==> src/rtl/mem_arb_pkg.sv <==
// ----------------------------------------------------------------------
// mem_arb_pkg: shared types and defaults for the memory arbiter.
// Rev 1.0
// ----------------------------------------------------------------------
`default_nettype none

package mem_arb_pkg;

  localparam int c_MAX_OUT_DEFAULT = 4;

  typedef enum logic [1:0] {
    IDLE    = 2'd0,
    GRANT_I = 2'd1,
    GRANT_D = 2'd2
  } state_t;

  typedef enum logic {
    OWN_IC = 1'b0,
    OWN_DC = 1'b1
  } owner_t;

endpackage

`default_nettype wire

==> src/rtl/mem_arbiter_if.sv <==
// ----------------------------------------------------------------------
// mem_arbiter_if: icache, dcache and memory-side signals of the arbiter.
// Rev 1.0
// ----------------------------------------------------------------------
`default_nettype none

interface mem_arbiter_if;
  logic [31:0] i_ic_addr;
  logic        i_ic_ren;
  logic        i_ic_lock;
  logic        o_ic_ready;
  logic [31:0] o_ic_rdata;
  logic        o_ic_valid;

  logic [31:0] i_dc_addr;
  logic        i_dc_ren;
  logic        i_dc_wen;
  logic [31:0] i_dc_wdata;
  logic        i_dc_lock;
  logic        o_dc_ready;
  logic [31:0] o_dc_rdata;
  logic        o_dc_valid;

  logic        i_mem_ready;
  logic [31:0] o_mem_addr;
  logic        o_mem_ren;
  logic        o_mem_wen;
  logic [31:0] o_mem_wdata;
  logic [31:0] i_mem_rdata;
  logic        i_mem_valid;

  logic        o_err;

  modport slave (
    input  i_ic_addr, i_ic_ren, i_ic_lock,
    output o_ic_ready, o_ic_rdata, o_ic_valid,
    input  i_dc_addr, i_dc_ren, i_dc_wen, i_dc_wdata, i_dc_lock,
    output o_dc_ready, o_dc_rdata, o_dc_valid,
    input  i_mem_ready, i_mem_rdata, i_mem_valid,
    output o_mem_addr, o_mem_ren, o_mem_wen, o_mem_wdata,
    output o_err
  );

  modport master (
    output i_ic_addr, i_ic_ren, i_ic_lock,
    input  o_ic_ready, o_ic_rdata, o_ic_valid,
    output i_dc_addr, i_dc_ren, i_dc_wen, i_dc_wdata, i_dc_lock,
    input  o_dc_ready, o_dc_rdata, o_dc_valid,
    output i_mem_ready, i_mem_rdata, i_mem_valid,
    input  o_mem_addr, o_mem_ren, o_mem_wen, o_mem_wdata,
    input  o_err
  );
endinterface

`default_nettype wire

==> src/rtl/mem_arb_cnt.sv <==
// ----------------------------------------------------------------------
// mem_arb_cnt: outstanding-read counter with full/zero/spurious flags.
// Rev 1.0
// ----------------------------------------------------------------------
`default_nettype none

module mem_arb_cnt
  import mem_arb_pkg::*;
#(
  parameter int MAX_OUT = c_MAX_OUT_DEFAULT,
  parameter int CW      = $clog2(MAX_OUT + 1)
) (
  input  logic          i_clk,
  input  logic          i_rst,
  input  logic          i_inc,
  input  logic          i_valid,
  output logic [CW-1:0] o_cnt_next,
  output logic          o_full,
  output logic          o_zero,
  output logic          o_spurious
);

  logic [CW-1:0] r_cnt;
  logic          w_dec;

  assign o_full     = (r_cnt == CW'(MAX_OUT));
  assign o_zero     = (r_cnt == '0);
  // A response with nothing outstanding is not counted down.
  assign w_dec      = i_valid & ~o_zero;
  assign o_spurious = i_valid & o_zero;

  always_comb begin
    o_cnt_next = r_cnt;
    if (i_inc && !w_dec) begin
      o_cnt_next = r_cnt + CW'(1);
    end else if (!i_inc && w_dec) begin
      o_cnt_next = r_cnt - CW'(1);
    end
  end

  always_ff @(posedge i_clk or posedge i_rst) begin
    if (i_rst) begin
      r_cnt <= '0;
    end else begin
      r_cnt <= o_cnt_next;
    end
  end

endmodule

`default_nettype wire

==> src/rtl/mem_arbiter.sv <==
// ----------------------------------------------------------------------
// mem_arbiter: shares one word memory port between icache and dcache.
// Define MEM_ARB_RR_EN for round-robin ties (else dcache wins). Rev 1.0
// ----------------------------------------------------------------------
`default_nettype none

module mem_arbiter
  import mem_arb_pkg::*;
#(
  parameter  int MAX_OUT = c_MAX_OUT_DEFAULT,
  localparam int CW      = $clog2(MAX_OUT + 1)
) (
  input  logic          i_clk,
  input  logic          i_rst,
  mem_arbiter_if.slave  bus
);

  state_t        r_state;
  state_t        w_state_next;
  owner_t        w_tie_winner;
  logic          r_err;

  logic          w_ic_pend;
  logic          w_dc_pend;
  logic [CW-1:0] w_cnt_next;
  logic          w_full;
  logic          w_zero;
  logic          w_spurious;
  logic          w_inc;
  logic          w_rd_ok;

  logic [31:0]   w_mem_addr;
  logic          w_mem_ren;
  logic          w_mem_wen;
  logic [31:0]   w_mem_wdata;
  logic          w_ic_ready;
  logic          w_dc_ready;
  logic          w_ic_valid;
  logic          w_dc_valid;

  assign w_ic_pend = bus.i_ic_ren | bus.i_ic_lock;
  assign w_dc_pend = bus.i_dc_ren | bus.i_dc_wen | bus.i_dc_lock;
  assign w_inc     = w_mem_ren & bus.i_mem_ready;
  assign w_rd_ok   = bus.i_mem_valid & ~w_zero;

  mem_arb_cnt #(
    .MAX_OUT (MAX_OUT),
    .CW      (CW)
  ) u_cnt (
    .i_clk      (i_clk),
    .i_rst      (i_rst),
    .i_inc      (w_inc),
    .i_valid    (bus.i_mem_valid),
    .o_cnt_next (w_cnt_next),
    .o_full     (w_full),
    .o_zero     (w_zero),
    .o_spurious (w_spurious)
  );

`ifdef MEM_ARB_RR_EN
  owner_t r_last;

  always_ff @(posedge i_clk or posedge i_rst) begin
    if (i_rst) begin
      r_last <= OWN_IC;
    end else if (r_state == IDLE && w_state_next == GRANT_I) begin
      r_last <= OWN_IC;
    end else if (r_state == IDLE && w_state_next == GRANT_D) begin
      r_last <= OWN_DC;
    end
  end

  always_comb begin
    w_tie_winner = OWN_DC;
    if (r_last == OWN_DC) begin
      w_tie_winner = OWN_IC;
    end
  end
`else
  assign w_tie_winner = OWN_DC;
`endif

  always_ff @(posedge i_clk or posedge i_rst) begin
    if (i_rst) begin
      r_state <= IDLE;
      r_err   <= 1'b0;
    end else begin
      r_state <= w_state_next;
      r_err   <= r_err | w_spurious;
    end
  end

  // Owner's request goes straight through; reads are held off while full.
  always_comb begin
    w_mem_addr  = '0;
    w_mem_ren   = 1'b0;
    w_mem_wen   = 1'b0;
    w_mem_wdata = '0;
    w_ic_ready  = 1'b0;
    w_dc_ready  = 1'b0;
    case (r_state)
      GRANT_I: begin
        w_mem_addr = bus.i_ic_addr;
        w_mem_ren  = bus.i_ic_ren & ~w_full;
        w_ic_ready = bus.i_mem_ready & ~(bus.i_ic_ren & w_full);
      end
      GRANT_D: begin
        w_mem_addr  = bus.i_dc_addr;
        w_mem_ren   = bus.i_dc_ren & ~w_full;
        w_mem_wen   = bus.i_dc_wen;
        w_mem_wdata = bus.i_dc_wdata;
        w_dc_ready  = bus.i_mem_ready & ~(bus.i_dc_ren & w_full);
      end
      default: ;
    endcase
  end

  // Ownership is only given up once no reads remain in flight.
  always_comb begin
    w_state_next = r_state;
    case (r_state)
      IDLE: begin
        if (w_ic_pend && w_dc_pend) begin
          w_state_next = (w_tie_winner == OWN_DC) ? GRANT_D : GRANT_I;
        end else if (w_dc_pend) begin
          w_state_next = GRANT_D;
        end else if (w_ic_pend) begin
          w_state_next = GRANT_I;
        end
      end
      GRANT_I: begin
        if (!bus.i_ic_lock && !bus.i_ic_ren && w_cnt_next == '0) begin
          w_state_next = IDLE;
        end
      end
      GRANT_D: begin
        if (!bus.i_dc_lock && !bus.i_dc_ren && !bus.i_dc_wen && w_cnt_next == '0) begin
          w_state_next = IDLE;
        end
      end
      default: w_state_next = IDLE;
    endcase
  end

  assign w_ic_valid = w_rd_ok & (r_state == GRANT_I);
  assign w_dc_valid = w_rd_ok & (r_state == GRANT_D);

  assign bus.o_mem_addr  = w_mem_addr;
  assign bus.o_mem_ren   = w_mem_ren;
  assign bus.o_mem_wen   = w_mem_wen;
  assign bus.o_mem_wdata = w_mem_wdata;
  assign bus.o_ic_ready  = w_ic_ready;
  assign bus.o_dc_ready  = w_dc_ready;
  assign bus.o_ic_valid  = w_ic_valid;
  assign bus.o_dc_valid  = w_dc_valid;
  assign bus.o_ic_rdata  = w_ic_valid ? bus.i_mem_rdata : 32'd0;
  assign bus.o_dc_rdata  = w_dc_valid ? bus.i_mem_rdata : 32'd0;
  assign bus.o_err       = r_err;

endmodule

`default_nettype wire

==> src/flat_wrapper.sv <==
// flat-port wrapper written by rule: the top's interface ports become plain ports
module mem_arbiter_flat import mem_arb_pkg::*;
#(
  parameter  int MAX_OUT = c_MAX_OUT_DEFAULT,
  localparam int CW      = $clog2(MAX_OUT + 1)
)
  (i_clk, i_rst, bus_i_ic_addr, bus_i_ic_ren, bus_i_ic_lock, bus_o_ic_ready, bus_o_ic_rdata, bus_o_ic_valid, bus_i_dc_addr, bus_i_dc_ren, bus_i_dc_wen, bus_i_dc_wdata, bus_i_dc_lock, bus_o_dc_ready, bus_o_dc_rdata, bus_o_dc_valid, bus_i_mem_ready, bus_i_mem_rdata, bus_i_mem_valid, bus_o_mem_addr, bus_o_mem_ren, bus_o_mem_wen, bus_o_mem_wdata, bus_o_err);
  mem_arbiter_if bus_i ();
  input  logic i_clk;
  input  logic i_rst;
  input wire logic [$bits(bus_i.i_ic_addr)-1:0] bus_i_ic_addr;
  input wire logic [$bits(bus_i.i_ic_ren)-1:0] bus_i_ic_ren;
  input wire logic [$bits(bus_i.i_ic_lock)-1:0] bus_i_ic_lock;
  output wire logic [$bits(bus_i.o_ic_ready)-1:0] bus_o_ic_ready;
  output wire logic [$bits(bus_i.o_ic_rdata)-1:0] bus_o_ic_rdata;
  output wire logic [$bits(bus_i.o_ic_valid)-1:0] bus_o_ic_valid;
  input wire logic [$bits(bus_i.i_dc_addr)-1:0] bus_i_dc_addr;
  input wire logic [$bits(bus_i.i_dc_ren)-1:0] bus_i_dc_ren;
  input wire logic [$bits(bus_i.i_dc_wen)-1:0] bus_i_dc_wen;
  input wire logic [$bits(bus_i.i_dc_wdata)-1:0] bus_i_dc_wdata;
  input wire logic [$bits(bus_i.i_dc_lock)-1:0] bus_i_dc_lock;
  output wire logic [$bits(bus_i.o_dc_ready)-1:0] bus_o_dc_ready;
  output wire logic [$bits(bus_i.o_dc_rdata)-1:0] bus_o_dc_rdata;
  output wire logic [$bits(bus_i.o_dc_valid)-1:0] bus_o_dc_valid;
  input wire logic [$bits(bus_i.i_mem_ready)-1:0] bus_i_mem_ready;
  input wire logic [$bits(bus_i.i_mem_rdata)-1:0] bus_i_mem_rdata;
  input wire logic [$bits(bus_i.i_mem_valid)-1:0] bus_i_mem_valid;
  output wire logic [$bits(bus_i.o_mem_addr)-1:0] bus_o_mem_addr;
  output wire logic [$bits(bus_i.o_mem_ren)-1:0] bus_o_mem_ren;
  output wire logic [$bits(bus_i.o_mem_wen)-1:0] bus_o_mem_wen;
  output wire logic [$bits(bus_i.o_mem_wdata)-1:0] bus_o_mem_wdata;
  output wire logic [$bits(bus_i.o_err)-1:0] bus_o_err;
  assign bus_i.i_ic_addr = bus_i_ic_addr;
  assign bus_i.i_ic_ren = bus_i_ic_ren;
  assign bus_i.i_ic_lock = bus_i_ic_lock;
  assign bus_o_ic_ready = bus_i.o_ic_ready;
  assign bus_o_ic_rdata = bus_i.o_ic_rdata;
  assign bus_o_ic_valid = bus_i.o_ic_valid;
  assign bus_i.i_dc_addr = bus_i_dc_addr;
  assign bus_i.i_dc_ren = bus_i_dc_ren;
  assign bus_i.i_dc_wen = bus_i_dc_wen;
  assign bus_i.i_dc_wdata = bus_i_dc_wdata;
  assign bus_i.i_dc_lock = bus_i_dc_lock;
  assign bus_o_dc_ready = bus_i.o_dc_ready;
  assign bus_o_dc_rdata = bus_i.o_dc_rdata;
  assign bus_o_dc_valid = bus_i.o_dc_valid;
  assign bus_i.i_mem_ready = bus_i_mem_ready;
  assign bus_i.i_mem_rdata = bus_i_mem_rdata;
  assign bus_i.i_mem_valid = bus_i_mem_valid;
  assign bus_o_mem_addr = bus_i.o_mem_addr;
  assign bus_o_mem_ren = bus_i.o_mem_ren;
  assign bus_o_mem_wen = bus_i.o_mem_wen;
  assign bus_o_mem_wdata = bus_i.o_mem_wdata;
  assign bus_o_err = bus_i.o_err;
  mem_arbiter #(.MAX_OUT(MAX_OUT)) u_core (.i_clk(i_clk), .i_rst(i_rst), .bus(bus_i));
endmodule
==> config.mk <==
export PLATFORM = sky130hd
export DESIGN_NAME = mem_arbiter_flat
export DESIGN_NICKNAME = d
export VERILOG_FILES = /design/src/rtl/mem_arb_pkg.sv /design/src/rtl/mem_arbiter_if.sv /design/src/rtl/mem_arb_cnt.sv /design/src/rtl/mem_arbiter.sv /design/src/flat_wrapper.sv
export SDC_FILE = /design/constraint.sdc
export NUM_CORES = 1
export LEC_CHECK = 0
export ABC_AREA = 1
export CORE_AREA = 3 3 105 107
export DETAILED_ROUTE_END_ITERATION = 7
export DIE_AREA = 0 0 108 110
export SETUP_SLACK_MARGIN = 0.2
export SLEW_MARGIN = 20
export SYNTH_ARGS = -nofsm -noshare
export SYNTH_HDL_FRONTEND = slang
export SYNTH_SLANG_ARGS = --single-unit
==> constraint.sdc <==
create_clock -name i_clk -period 2.2 [get_ports i_clk]
set_input_delay 0.33 -clock i_clk [delete_from_list [all_inputs] [get_ports i_clk]]
set_output_delay 0.33 -clock i_clk [all_outputs]
set_load 0.01 [all_outputs]
==> flow_summary.toml, run 1 <==
[worst_setup_path]
ff2ff_setup_slack_ns = 0.12
max_stage_delay_ns = 0.39
critical_path_arrival_ns = 2.18
startpoint = "u_core.r_state[1]"
r2r.worst_path.cells = 17
crit_path_end = "u_core.r_state[0]"
crit_fanout = 6
cp_num_buf_inv = 4
crit_type = "register to register"
worstSetupStartpointType = "register"
crit_required_ns = 2.30
worstReg2RegEnd = "u_core.r_state[0]"
r2r-start = "u_core.r_state[1]"
timing.critical_path.cells = "buf_6 > buf_6 > ha_4 > buf_12 > nand2_2 > nand2_4 > nand3_4 > nand2_4 > buf_6 > nand3_2 > nand2_2 > nor2_2 > nand3_1 > nand2_2 > nand3_2 > nand2_1 > nand2_1"
slowest_stage = "dfrtp_1"
cp.depth = 17
end_kind = "register"
path_delay_family = "simple AND/OR/NAND/NOR gates"

[routing]
via_per_inst = 4.07
wire_per_inst_um = 13.6
drt_pass1_iterations = 5
vias = 3208
drc = 0
drt_iter0_drc = 140
ant_nets = 0
wirelength_um = 10800

[pwr]
irDropWorstVdd_mv = 0.565
p_clk_frac = 0.039
p_total_w = 0.00410
p_leak_nw = 2.65
power_density_mw_per_mm2 = 865
p_int_w = 0.00209
switching_share = 0.490
pwr-share-seq = 0.049
p_sw_w = 0.00201
p_comb_frac = 0.912

[floorplan]
core_mm2 = 0.0102
start_util = 0.169
fp-row-count = 37
design.die.area_mm2 = 0.0119
die_w_um = 108
die_h_um = 110
pin_count = 272

[cells_and_area]
fillCellCount = 1094
layout.cells.non_filler = 789
mostFrequentLayoutCell = "clkdlybuf4s50_1"
fin_nets = 799
final_cell_mix = "clkdlybuf4s50_1 (137), nand2_1 (101), inv_1 (77)"
drive_gt1_frac = 0.345
syn2layout_area_growth_pct = 174
final_area_mm2 = 0.00474
antennaDiodeCount = 0
fin_util = 0.463

[run]
max_cap_viol_count = 0

[clock_tree]
cts_buffer_depth = 2
clock_latency_ns = 0.22
cts_made_buffers = 3
cts_tree = "done"
cts.sinks = 6
h-tree-depth = 1
root_buffer = "clkbuf_8"
path_clk_slew_ns = 0.04

[global_routing]
grt_max_degree = 35
grt_pass1_vias = 3004
track_usage = 0.157
antenna_found_initial = 0
overflow = 0
grt_pass1_wl_um = 15100

[sta]
slew_violations = 0
tightest_slew_ns = 0.336
finalHoldViolCount = 0
max-slew-margin-rel = 0.774
fin_ws_ns = 0.119
fin_crit_sh = 0.946
max_freq_mhz = 481
fin_crit_ns = 2.08
rsz0062_at_grt = "yes"
setup_viol = 0
fin_skew_ns = 0.00310

[placement]
dpl_worst_slack_ns = -0.236
dp_hpwl_um = 8320
dpl_cell_area_mm2 = 0.00471
place.gp.congestion = 0.792
portBuffers = 271
dp.cells = 766

[yosys]
synth_edf_count = 0
synthAdderAreaFrac = 0.0507
synth_flop_cell = "dfrtp_1"
post_synth_and_or_nand_nor_area_fraction = 0.503
synth_top_cell_area_share = 0.252
syn_area_mm2 = 0.00173
ys_ff_latch = 6
synth_largest_area_cell = "nand2_1"
syn-num-nets = 509
synthXorXnorAreaFrac = 0.00507
async_flop_share = 1.00
muxShareOfSynthArea = 0
synth.area.top_cells = "nand2_1 (25%), inv_1 (18%), nor2_1 (15%), a21oi_1 (9.6%), dfrtp_1 (8.7%)"
ys_types = 25
synth_compound_area_frac = 0.114
syn_inst = 365
yosysWarnings = 0
syn_area_per_cell_um2 = 4.74
yosysSeqAreaShare = 0.0868
synth_top_family_by_area = "simple AND/OR/NAND/NOR gates"

[worst_hold_path]
worstHoldPathType = "primary input to asynchronous set/reset pin"

[status]
outcome = "finished clean"
[cells in the mapped netlist, types with 2 or more instances]
library cell	count
nand3_1	4
inv_1	81
nand4_1	2
buf_6	2
o211ai_1	2
nand3_2	3
nor2_1	67
clkbuf_1	19
nand2_1	116
ha_1	7
dfrtp_1	6
inv_2	3
nand2_2	9
a21oi_1	33
[worst min-delay path by stage]
stage / endpoint / slack (ns) / start
detailed placement: u_core.bus.o_err / 0.46 / u_core.bus.o_err
CTS: u_core.bus.o_err / 0.35 / i_rst
finish: u_core.u_cnt.r_cnt[0] / 0.33 / i_rst
global placement: u_core.bus.o_err / 0.46 / u_core.bus.o_err
floorplan: u_core.bus.o_err / 0.12 / i_rst
global route: u_core.u_cnt.r_cnt[0] / 0.36 / i_rst
[what timing repair did]
| action | 4_1_cts | 5_1_grt |
|---|---|---|
| hold endpoints to repair | 0 | 0 |
| gates resized for setup | 331 | 208 |
| cloned | 4 | 2 |
| hold buffers | 0 | 0 |
| pin swaps | 10 | 18 |
| buffers inserted | 8 | 6 |
| endpoints found under the setup margin | 136 | 125 |
[layer usage]
layer,GRT usage,part of all wire,vias up
li1,-,-,1630
met1,0.159,0.34,1412
met2,0.330,0.55,162
met3,0.0431,0.11,4
met4,0.00812,0.0046,0
met5,0,0,-
[cell families (layout without fill, tap and decap cells)]
family | after synthesis | count (layout)
AO/OA/AOI/OAI | 37 | 37
XOR/XNOR | 1 | 1
adder cells (fa/ha/maj) | 7 | 7
buffers and inverters | 106 | 394
flip-flops | 6 | 6
AND/OR/NAND/NOR | 208 | 208
[area by class of cell]
cell class | count | area [um^2] | area share
Sequential cell | 6 | 151 | 0.0320
Clock buffer | 3 | 41.3 | 0.00871
Timing Repair Buffer | 306 | 2640 | 0.558
Multi-Input combinational cell | 253 | 1400 | 0.295
Tap cell | 136 | 170 | 0.0359
Inverter | 85 | 337 | 0.0710
[flip-flops by register name (all words and copies together), names as in the netlist]
register and flops:
u_core.u_cnt.r_cnt 3, u_core.r_state 2, u_core.bus.o_err 1
[power by group through the flow]
stage	clock, W	combinational, W	sequential [W]
after floorplan	0	0.00154	0.000196
after global placement	0	0.00329	0.000188
after detailed placement	0	0.00332	0.000192
after CTS	0.000165	0.00356	0.000200
after global routing	0.000170	0.00406	0.000207
final	0.000159	0.00374	0.000202
[metrics by stage]
stage	setup TNS [ns]	hold WS (ns)
2_1_floorplan	0	0.121
3_3_place_gp	-3.71	0.462
3_5_place_dp	-5.47	0.458
4_1_cts	0	0.345
5_1_grt	-0.0208	0.364
6_report	0	0.328
Note: power is estimated with default switching activity, not from simulation.
==> run 2, diff against run 1 <==
- CORE_AREA: 3 3 105 107 -> 2 2 104 106
- DIE_AREA: 0 0 108 110 -> 0 0 106 108
==> run 2 against run 1 <==
Against the previous run:
- global-route usage is 0.37 points higher
- critical path depth is the same
- sequential share of layout area fell by 0.054 points
- combinational power about the same
- highest routed layer unchanged
- cell area grew 1.7%
- first-iteration DRC count down 22%
- register-to-register slack better by 0.06 ns
- utilization grew 0.79 points
- wire length decreased by 1.7%
- largest cell class unchanged
- clock power is 4% higher
==> flow_summary.toml, run 2 (synthesis results as in run 1) <==
[status]
outcome = "finished clean"

[worst_setup_path]
end_kind = "register"
r2r-start = "u_core.r_state[1]"
ff2ff_setup_slack_ns = 0.18
crit_required_ns = 2.31
critical_path_arrival_ns = 2.13
worstReg2RegEnd = "u_core.r_state[0]"
slowest_stage = "dfrtp_1"
path_delay_family = "simple AND/OR/NAND/NOR gates"
max_stage_delay_ns = 0.39
crit_fanout = 6
timing.critical_path.cells = "buf_6 > ha_4 > buf_16 > inv_4 > nand2_1 > nand2_2 > nand3_4 > nand2_4 > nand2_2 > nand2_1 > nand2_2 > nor2_4 > nand3_2 > nand2_2 > nand3_2 > nand2_1 > nand2_1"
crit_type = "register to register"
cp_num_buf_inv = 3
r2r.worst_path.cells = 17
worstSetupStartpointType = "register"

[floorplan]
pin_count = 272
die_h_um = 108
start_util = 0.169
die_w_um = 106
core_mm2 = 0.0102
design.die.area_mm2 = 0.0114
fp-row-count = 37

[sta]
setup_viol = 0
slew_violations = 0
whs_ns = 0.334
fin_crit_ns = 2.02
tightest_slew_ns = 0.441
max-slew-margin-rel = 0.704
max_freq_mhz = 495
fin_skew_ns = 0.00238
fin_ws_ns = 0.180
rsz0062_at_grt = "yes"
fin_crit_sh = 0.918
finalHoldViolCount = 0

[pwr]
p_total_w = 0.00409
pwr-share-seq = 0.049
switching_share = 0.487
p_sw_w = 0.00199
p_comb_frac = 0.911
p_int_w = 0.00210
irDropWorstVdd_mv = 0.560
p_leak_nw = 3.06
p_clk_frac = 0.040
power_density_mw_per_mm2 = 848

[clock_tree]
path_clk_slew_ns = 0.04
cts_buffer_depth = 2
clock_latency_ns = 0.22
cts.sinks = 6
cts_tree = "done"
root_buffer = "clkbuf_8"
cts_made_buffers = 3
h-tree-depth = 1
hold_buffers = 0

[worst_hold_path]
worstHoldPathType = "primary input to asynchronous set/reset pin"

[cells_and_area]
final-seq-area_um2 = 151
syn2layout_area_growth_pct = 179
largest_register_ffs = 3
multi_input_area_mm2 = 0.00134
drive_gt1_frac = 0.293
antennaDiodeCount = 0
top_register = "u_core.u_cnt.r_cnt"
mostFrequentLayoutCell = "clkdlybuf4s50_1"
fillCellCount = 1047
final_cell_mix = "clkdlybuf4s50_1 (137), nand2_1 (111), inv_1 (74)"
fin_nets = 798

[placement]
dp_hpwl_um = 8050
place.gp.congestion = 0.852
portBuffers = 271
dpl_worst_slack_ns = -0.104

[global_routing]
grt_pass1_wl_um = 15000
antenna_found_initial = 0
track_usage = 0.161
grt_pass1_vias = 3085
grt_max_degree = 35
overflow = 0

[routing]
drt_iter0_drc = 109
vias = 3215
drt_pass1_iterations = 6
wirelength_um = 10600
via_per_inst = 4.08
ant_nets = 0
wire_per_inst_um = 13.4
drc = 0

[run]
max_cap_viol_count = 0
## run 2: cell count changes in the layout (fill, tap and decap cells not counted), moves of 7 or more
cell / before / now
nand2_1: 101 / 111
buf_2: 61 / 34
dlymetal6s2s_1: 0 / 35
nand2_2: 18 / 11
buf_6: 16 / 5
## run 2: per-stage QoR
step / util / TNS (ns) / instance area, um^2 / cells
after floorplan: - / 0 / 1730 / 365
after global placement: 0.460 / -2.20 / 4710 / 766
after detailed placement: 0.460 / -2.24 / 4710 / 766
after CTS: 0.464 / -0.394 / 4750 / 778
after global routing: 0.471 / 0 / 4820 / 788
final: 0.471 / 0 / 4820 / 788
## run 2: final cells by class
class                      count  share of cell area
tap                          136              0.0353
multi-input combinational    253               0.278
clock buffer                   3             0.00857
sequential                     6              0.0314
timing repair buffer         305               0.579
inverter                      85              0.0678
## run 2: how the worst max path moves through the flow
| stage | startpoint | to | slack [ns] | cells past startpoint |
|---|---|---|---|---|
| 2_1_floorplan | u_core.r_state[1] | bus_o_ic_rdata[10] | 0.27 | 8 |
| 5_1_grt | u_core.r_state[0] | u_core.r_state[1] | 0.03 | 15 |
| 3_5_place_dp | bus_i_mem_valid | bus_o_ic_rdata[27] | -0.10 | 7 |
| 6_report | u_core.r_state[1] | u_core.r_state[0] | 0.18 | 17 |
| 4_1_cts | u_core.r_state[1] | bus_o_mem_addr[15] | -0.08 | 6 |
| 3_3_place_gp | bus_i_mem_valid | bus_o_ic_rdata[20] | -0.08 | 7 |
## run 2: per-layer routing
layer	wire (um)	part of all wire	vias up	track usage
met5	0	0	-	0
met4	168	0.016	0	0.0357
met3	1040	0.099	13	0.0524
met2	5420	0.51	176	0.306
met1	3950	0.37	1396	0.173
li1	-	-	1630	-
## run 2: what timing repair did
action,in CTS,in global routing
setup endpoints to repair,136,134
buffers inserted,7,7
endpoints found under the hold margin,0,0
resized for setup,180,235
gates cloned,2,3
pin swaps,5,7
## run 2: power groups by stage
stage / clock (W) / combinational (W) / sequential, W
6_report: 0.000165 / 0.00372 / 0.000200
5_1_grt: 0.000180 / 0.00406 / 0.000206
4_1_cts: 0.000172 / 0.00341 / 0.000190
3_5_place_dp: 0 / 0.00331 / 0.000192
3_3_place_gp: 0 / 0.00328 / 0.000190
2_1_floorplan: 0 / 0.00154 / 0.000196
